File: src/rtl/video_sched_pkg.sv
// Shared constants and FSM encoding for the video line scheduler.
package video_sched_pkg;

    localparam int ACTIVE_LINES = 240;
    localparam int LB_ADDR_W    = 10;
    localparam int LINE_W       = 9;
    localparam int HSCALE_FRAC  = 7;
    localparam int HSCALE_W     = 8;
    localparam int LCNT_W       = 8;
    localparam int ACC_W        = LB_ADDR_W + HSCALE_FRAC + 1;

    typedef logic [1:0] state_t;
    localparam state_t ST_IDLE   = 2'd0;
    localparam state_t ST_RENDER = 2'd1;
    localparam state_t ST_WAIT   = 2'd2;

    // Interlaced fields interleave: source line = 2k + field.
    function automatic logic [LINE_W-1:0] src_line(input logic [LCNT_W-1:0] k,
                                                   input logic intl, input logic fld);
        return intl ? {k, fld} : {1'b0, k};
    endfunction

endpackage

File: src/rtl/video_hscale_acc.sv
// Horizontal fixed-point pixel accumulator producing a saturating line-buffer address.
module video_hscale_acc
    import video_sched_pkg::*;
(
    input  logic                 clk,
    input  logic                 rst,
    input  logic                 clear_i,
    input  logic                 step_i,
    input  logic [HSCALE_W-1:0]  scale_i,
    output logic [LB_ADDR_W-1:0] addr_o
);

    logic [ACC_W-1:0] acc_q, acc_d;
    logic [ACC_W:0]   sum;

    always_comb begin
        sum   = {1'b0, acc_q} + {{(ACC_W + 1 - HSCALE_W){1'b0}}, scale_i};
        acc_d = acc_q;
        if (clear_i)
            acc_d = '0;
        else if (step_i)
            // Pin at all-ones so a long line can never wrap back to low addresses.
            acc_d = sum[ACC_W] ? '1 : sum[ACC_W-1:0];
    end

    always_ff @(posedge clk or posedge rst) begin
        if (rst) acc_q <= '0;
        else     acc_q <= acc_d;
    end

    assign addr_o = acc_q[ACC_W-1] ? '1 : acc_q[ACC_W-2:HSCALE_FRAC];

endmodule

File: src/rtl/video_line_scheduler.sv
// Schedules per-line render requests into a ping-pong line buffer and
// generates the display read address.
module video_line_scheduler
    import video_sched_pkg::*;
(
    input  logic                 clk,
    input  logic                 rst,
    input  logic                 next_frame,
    input  logic                 next_line,
    input  logic                 next_pixel,
    input  logic                 current_field,
    input  logic                 interlaced,
    input  logic [HSCALE_W-1:0]  hscale,
    output logic                 render_start,
    output logic [LINE_W-1:0]    render_line,
    output logic                 render_buf,
    input  logic                 render_done,
    output logic                 disp_buf,
    output logic [LB_ADDR_W-1:0] disp_addr,
    output logic                 underrun,
    input  logic                 underrun_clr
);

    localparam logic [LCNT_W-1:0] LAST_K = LCNT_W'(ACTIVE_LINES - 1);

    state_t              state_q, state_d;
    logic [LCNT_W-1:0]   k_q, k_d, k_next;
    logic                intl_q, intl_d, fld_q, fld_d;
    logic [HSCALE_W-1:0] hscale_q, hscale_d;
    logic                start_q, start_d;
    logic [LINE_W-1:0]   line_q, line_d;
    logic                buf_q, buf_d;
    logic                underrun_q, underrun_d;
    logic                ur_set;

    always_comb begin
        state_d  = state_q;
        k_d      = k_q;
        intl_d   = intl_q;
        fld_d    = fld_q;
        hscale_d = next_line ? hscale : hscale_q;
        start_d  = 1'b0;
        line_d   = line_q;
        buf_d    = buf_q;
        ur_set   = 1'b0;
        k_next   = k_q + 1'b1;

        if (next_frame) begin
            intl_d  = interlaced;
            fld_d   = current_field;
            k_d     = '0;
            start_d = 1'b1;
            line_d  = src_line('0, interlaced, current_field);
            state_d = ST_RENDER;
        end else if (next_line) begin
            buf_d = ~buf_q;
            if (state_q != ST_IDLE) begin
                k_d    = k_next;
                // A done arriving with the swap still counts as on time.
                ur_set = (state_q == ST_RENDER) && !render_done;
                if (k_q < LAST_K) begin
                    start_d = 1'b1;
                    line_d  = src_line(k_next, intl_q, fld_q);
                    state_d = ST_RENDER;
                end else begin
                    state_d = ST_IDLE;
                end
            end
        end else if (state_q == ST_RENDER && render_done) begin
            state_d = ST_WAIT;
        end

        underrun_d = ur_set | (underrun_q & ~underrun_clr);
    end

    always_ff @(posedge clk or posedge rst) begin
        if (rst) begin
            state_q    <= ST_IDLE;
            k_q        <= '0;
            intl_q     <= 1'b0;
            fld_q      <= 1'b0;
            hscale_q   <= '0;
            start_q    <= 1'b0;
            line_q     <= '0;
            buf_q      <= 1'b0;
            underrun_q <= 1'b0;
        end else begin
            state_q    <= state_d;
            k_q        <= k_d;
            intl_q     <= intl_d;
            fld_q      <= fld_d;
            hscale_q   <= hscale_d;
            start_q    <= start_d;
            line_q     <= line_d;
            buf_q      <= buf_d;
            underrun_q <= underrun_d;
        end
    end

    video_hscale_acc u_acc (
        .clk     (clk),
        .rst     (rst),
        .clear_i (next_line),
        .step_i  (next_pixel),
        .scale_i (hscale_q),
        .addr_o  (disp_addr)
    );

    assign render_start = start_q;
    assign render_line  = line_q;
    assign render_buf   = buf_q;
    assign disp_buf     = ~buf_q;
    assign underrun     = underrun_q;

endmodule

File: config.mk
export PLATFORM = sky130hd
export DESIGN_NAME = video_line_scheduler
export DESIGN_NICKNAME = d
export VERILOG_FILES = /design/src/rtl/video_sched_pkg.sv /design/src/rtl/video_hscale_acc.sv /design/src/rtl/video_line_scheduler.sv
export SDC_FILE = /design/constraint.sdc
export NUM_CORES = 1
export LEC_CHECK = 0
export BUFFER_PORTS_ARGS = -buffer_cell sky130_fd_sc_hd__buf_2
export CAP_MARGIN = 20
export CORE_MARGIN = 2
export CORE_UTILIZATION = 55
export CTS_CLUSTER_DIAMETER = 200
export DETAILED_ROUTE_END_ITERATION = 16
export PLACE_DENSITY = 0.77
export SLEW_MARGIN = 10
export SYNTH_ARGS = -nofsm -noshare
export SYNTH_HDL_FRONTEND = slang
export SYNTH_SLANG_ARGS = --single-unit
File: constraint.sdc
create_clock -name clk -period 2.4 [get_ports clk]
set_input_delay 0.48 -clock clk [delete_from_list [all_inputs] [get_ports clk]]
set_output_delay 0.48 -clock clk [all_outputs]
set_load 0.01 [all_outputs]
== After elaboration in Yosys (flattened, before gate mapping) ==
Cells that the tools add are included.
Word-level totals
  register bits: 50
  bits in latches: 0
  bits in writable memories: 0
  ROM bits: 0
  memories kept: 0
Cells by class
  add/sub/neg operators: 2
  multiply operators: 0
  div/mod/pow operators: 0
  order comparisons: 1
  equality and inequality tests: 2
  shift operators: 0
  multiplexer cells: 25
  bitwise gates (word level): 5
  reduce and logical (&&, ||, !) cells: 13
Operator list (number)
  18-bit 2-to-1 mux: 3
  9-bit 2-to-1 mux: 5
  8-bit 2-to-1 mux: 3
  18-bit by 8-bit adder with 19-bit output: 1
  10-bit 2-to-1 mux: 1
  2-bit nonzero test: 5
  1-bit 2-to-1 mux: 9
  8-bit by 1-bit adder with 8-bit output (second input constant): 1
  8-bit less-than comparator (second input constant): 1
  2-bit 2-to-1 mux: 4
  2-bit AND reduction: 3
  3-bit by 2-bit != test with 1-bit output (second input constant): 1
  1-bit inverter: 3
  3-bit AND reduction: 1
  3-bit nonzero test: 1
  2-bit by 1-bit == test with 1-bit output (second input constant): 1
  1-bit logical AND: 2
  1-bit AND: 1
  1-bit zero test: 1
  1-bit OR: 1

== Depth between registers and ports, before layout ==
  depth in word-level cells: 6
  mapped depth: 7
  mapped depth without buffers: 7

== Hierarchy ==
Synthesis repeated with hierarchy kept, for this count alone.
Unflattened totals
  cells, all modules: 306
  area, all modules: 3004.1 µm²
Modules (own cells, without submodules)
  video_line_scheduler: instances 1, cells an instance 167, area an instance 1661.6 µm², sequential area each 800.8 µm²
  video_hscale_acc: instances 1, cells an instance 139, area an instance 1342.5 µm², sequential area each 450.4 µm²

== Least setup slack after synthesis ==
No wires, ideal clock.
  kind: register to register
  start point: register hscale_q[0]
  end point: register u_acc.acc_q[9]
  setup time: 0.136 ns
  arrival time: 1.941 ns
  data required time: 2.264 ns
  setup slack: 0.324 ns
  stages on the path, launching flop included: 8
  clock period less this slack: 2.076 ns
  cells stage by stage: dfrtp_1 > ha_1 > fa_1 > a211oi_1 > or3b_4 > a21boi_2 > a211oi_1 > a31oi_1
On the way
  cells in the longest elaborated chain, start to end: 4
Ends and longest elaborated chain
  from (decl): RTL line video_line_scheduler.sv:29  | logic [HSCALE_W-1:0] hscale_q, hscale_d;
  from (signal assigned): RTL line video_line_scheduler.sv:92  | hscale_q <= hscale_d;
  18-bit by 8-bit adder with 19-bit output: RTL line video_hscale_acc.sv:17  | sum = {1'b0, acc_q} + {{(ACC_W + 1 - HSCALE_W){1'b0}}, scale_i};
  18-bit 2-to-1 mux: RTL line video_hscale_acc.sv:23  | acc_d = sum[ACC_W] ? '1 : sum[ACC_W-1:0];
  18-bit 2-to-1 mux: RTL line video_hscale_acc.sv:21  | else if (step_i)
  18-bit 2-to-1 mux: RTL line video_hscale_acc.sv:19  | if (clear_i)
  to (signal assigned): RTL line video_hscale_acc.sv:27  | if (rst) acc_q <= '0;
  to (signal assigned): RTL line video_hscale_acc.sv:28  | else acc_q <= acc_d;
  to (decl): RTL line video_hscale_acc.sv:13  | logic [ACC_W-1:0] acc_q, acc_d;
Every way passes these cells. The select of a mux whose other input is x is not followed.
A chain may end at the register's enable or synchronous reset.

== Worst setup path in the final report ==
  start point: register hscale_q[0]
  end point: register u_acc.acc_q[7]
Same word-level chain as after synthesis.

==> flow_metrics.env <==
export IMPL_nets=375
export IMPL_place_hpwl_um=4386
export IMPL_ant_nets=0
export IMPL_drive_above_1_share=0.2436
export IMPL_ys_ff_latch=50
export IMPL_ys_warn_count=0
export IMPL_synthArstFlopShare=1.000
export IMPL_ys_types=54
export IMPL_syn_cell_area_um2=2884
export IMPL_synth_most_common_cell="dfrtp_1"
export IMPL_leakagePower_nw=1.514
export IMPL_synth_mux_area_frac=0.04208
export IMPL_antenna_cells=0
export IMPL_synth_top_cell_area_share=0.4338
export IMPL_ys_flop_type="dfrtp_1"
export IMPL_synth_edf_count=0
export IMPL_postSynthAreaPerCell_um2=9.303
export IMPL_die_area_um2=5839
export IMPL_layout_min_cycle_time_ns=2.223
export IMPL_row_count=26
export IMPL_worstPathArrival_ns=2.40
export IMPL_h_tree_depth=2
export IMPL_rsz0062_at_grt="no"
export IMPL_avgViaCountPerCell=5.783
export IMPL_worstPathRequired_ns=2.57
export IMPL_synth_area_leaders="dfrtp_1, nor2_1, ha_1, a21oi_1, mux2_2"
export IMPL_grt_util_all_layers=0.2205
export IMPL_grt_pass1_wl_um=10560
export IMPL_max_freq_mhz=449.8
export IMPL_max_cap_violations=0
export IMPL_io_pins=40
export IMPL_die_w_um=76.42
export IMPL_numCtsBuffers=5
export IMPL_critPathCaptureType="flop"
export IMPL_slew_headroom=0.6261
export IMPL_drc=0
export IMPL_power_density_nw_per_um2=590.8
export IMPL_period_share=0.9263
export IMPL_syn_inst=310
export IMPL_synth_area_leader_cell="dfrtp_1"
export IMPL_drt_first_pass_iters=4
export IMPL_antenna_found_initial=0
export IMPL_grt_max_degree=26
export IMPL_die_h_um=76.42
export IMPL_finalHoldViolCount=0
export IMPL_setup_violations=0
export IMPL_synth_net_count=337
export IMPL_criticalPathCategory="flop to flop"
export IMPL_start_util=0.5683
export IMPL_grt_pass1_vias=2227
export IMPL_cts_root_buf="clkbuf_8"
export IMPL_clk_path_buf_depth=2
export IMPL_drt_iter0_markers=123
export IMPL_grt_ovfl_total=0
export IMPL_place_congestion=0.8766
export IMPL_holdCritPathClass="input port to asynchronous set/reset pin"
export IMPL_drv_slew=0
export IMPL_synth_compound_area_frac=0.1918
export IMPL_wire_per_inst_um=14.34
export IMPL_cp_max_fo=4
export IMPL_ir_drop_v=0.0004063
export IMPL_finalWirelength_um=6010
export IMPL_worst_pin_slew_ns=0.5571
export IMPL_area_delta_synth_final_pct=12.97
export IMPL_cts_num_sinks=50
export IMPL_dpl_cell_area_um2=3156
export IMPL_synthAdderAreaFrac=0.04599
export IMPL_cts_tree="built"
export IMPL_synth_xor_area_share=0.04555
export IMPL_clk_insertion_delay_late_ns=0.30
export IMPL_seq_area_frac_synth=0.4338
export IMPL_fin_setup_tns_ns=0
export IMPL_synth_top_family_by_area="simple AND/OR/NAND/NOR gates"
export IMPL_synth_common_cells="dfrtp_1, nor2_1, nand2_1"
export IMPL_start_kind="flop"
export IMPL_port_buffers=39
export IMPL_final_util=0.6420
export IMPL_post_cts_buffers=0
export IMPL_coreArea_um2=5075
export IMPL_via_count=2423
export IMPL_stdcell_area_um2=3258
export IMPL_fin_skew_ns=0.007038
export IMPL_total_power_w=0.001925
export IMPL_synthSimpleGateAreaFrac=0.2017
export IMPL_outcome="finished, final reports clean"
export IMPL_path_clk_slew_ns=0.09
## power breakdown
part	internal [W]	switching, W
registers	0.000907	0.0000584
clock network	0.000233	0.000268
logic	0.000203	0.000256
total	0.00134	0.000582
## flip-flops by register name, summed over array words and instances (netlist names)
signal        count
render_start      1
fld_q             1
underrun          1
hscale_q          8
k_q               8
render_buf        1
render_line       9
state_q           2
u_acc.acc_q      18
intl_q            1
## cells by family after synthesis
family / Yosys count
and+or+nand+nor: 116
AOI/OAI and AO/OA: 81
DFF: 50
buffers and inverters: 27
xor gates and xnor gates: 15
muxes: 11
adders and majority gates: 10
## path summary, 6_finish.rpt
check,cells after the start,slack (ns),endpoint,from
max,7,0.18,u_acc.acc_q[7],hscale_q[0]
max reg2reg,7,0.18,u_acc.acc_q[7],hscale_q[0]
min,2,0.13,underrun,rst
max in group asynchronous,3,1.70,u_acc.acc_q[6],rst
min reg2reg,2,0.48,render_line[3],render_line[3]
min in group clk,2,0.36,underrun,underrun_clr
## worst max-delay path, cell delays in order, from the launching register on
cell and delay [ns]:
dfrtp_1 0.40, ha_1 0.23, fa_1 0.44, a211oi_2 0.30, or3b_4 0.22, a21boi_2 0.09, a2111oi_1 0.30, a211oi_1 0.13
## per-stage QoR
stage / setup WS [ns] / hold slack (ns) / std cells
6_report: 0.1770 / 0.1303 / 419
5_1_grt: 0.04506 / 0.1500 / 419
4_1_cts: 0.09398 / 0.1409 / 419
3_5_place_dp: 0.1136 / 0.4641 / 411
3_3_place_gp: 0.1740 / 0.4587 / 411
2_1_floorplan: 0.3235 / 0.4811 / 310
## layer usage
layer,vias up,part of all wire,track usage
met5,-,0,0
li1,1200,-,-
met1,1147,0.49,0.3154
met2,72,0.45,0.3460
met3,4,0.054,0.04147
met4,0,0.0072,0.06000
## layout make-up
type | count | area [µm²]
repair buffers | 47 | 255.2
well taps | 70 | 87.58
flip-flops and latches | 50 | 1251
multi-input cells | 233 | 1531
clock inverters | 1 | 5.005
clock buffers | 7 | 86.33
inverters | 11 | 41.29
fillers | 443 | 1817
## layout by cell type (no fill, tap or decap), types with 5 or more instances in the layout
| master | Yosys | final |
|---|---|---|
| dfrtp_1 | 50 | 50 |
| buf_2 | 0 | 39 |
| nor2_1 | 37 | 37 |
| nand2_1 | 25 | 25 |
| a21oi_1 | 22 | 22 |
| or2_2 | 13 | 13 |
| o21ai_0 | 12 | 12 |
| xnor2_1 | 11 | 11 |
| inv_1 | 11 | 10 |
| mux2_2 | 9 | 9 |
| ha_1 | 9 | 9 |
| nand3_1 | 8 | 8 |
| a311oi_1 | 8 | 8 |
| nor3_1 | 8 | 8 |
| buf_4 | 0 | 8 |
| a211oi_1 | 8 | 6 |
| clkbuf_8 | 1 | 6 |
| a31oi_1 | 5 | 5 |
## timing repair
action / CTS / global route
hold buffers: 0 / 0
setup endpoints to repair: 0 / 4
resized for setup: 0 / 3
Note: power is estimated with default switching activity, not from simulation.
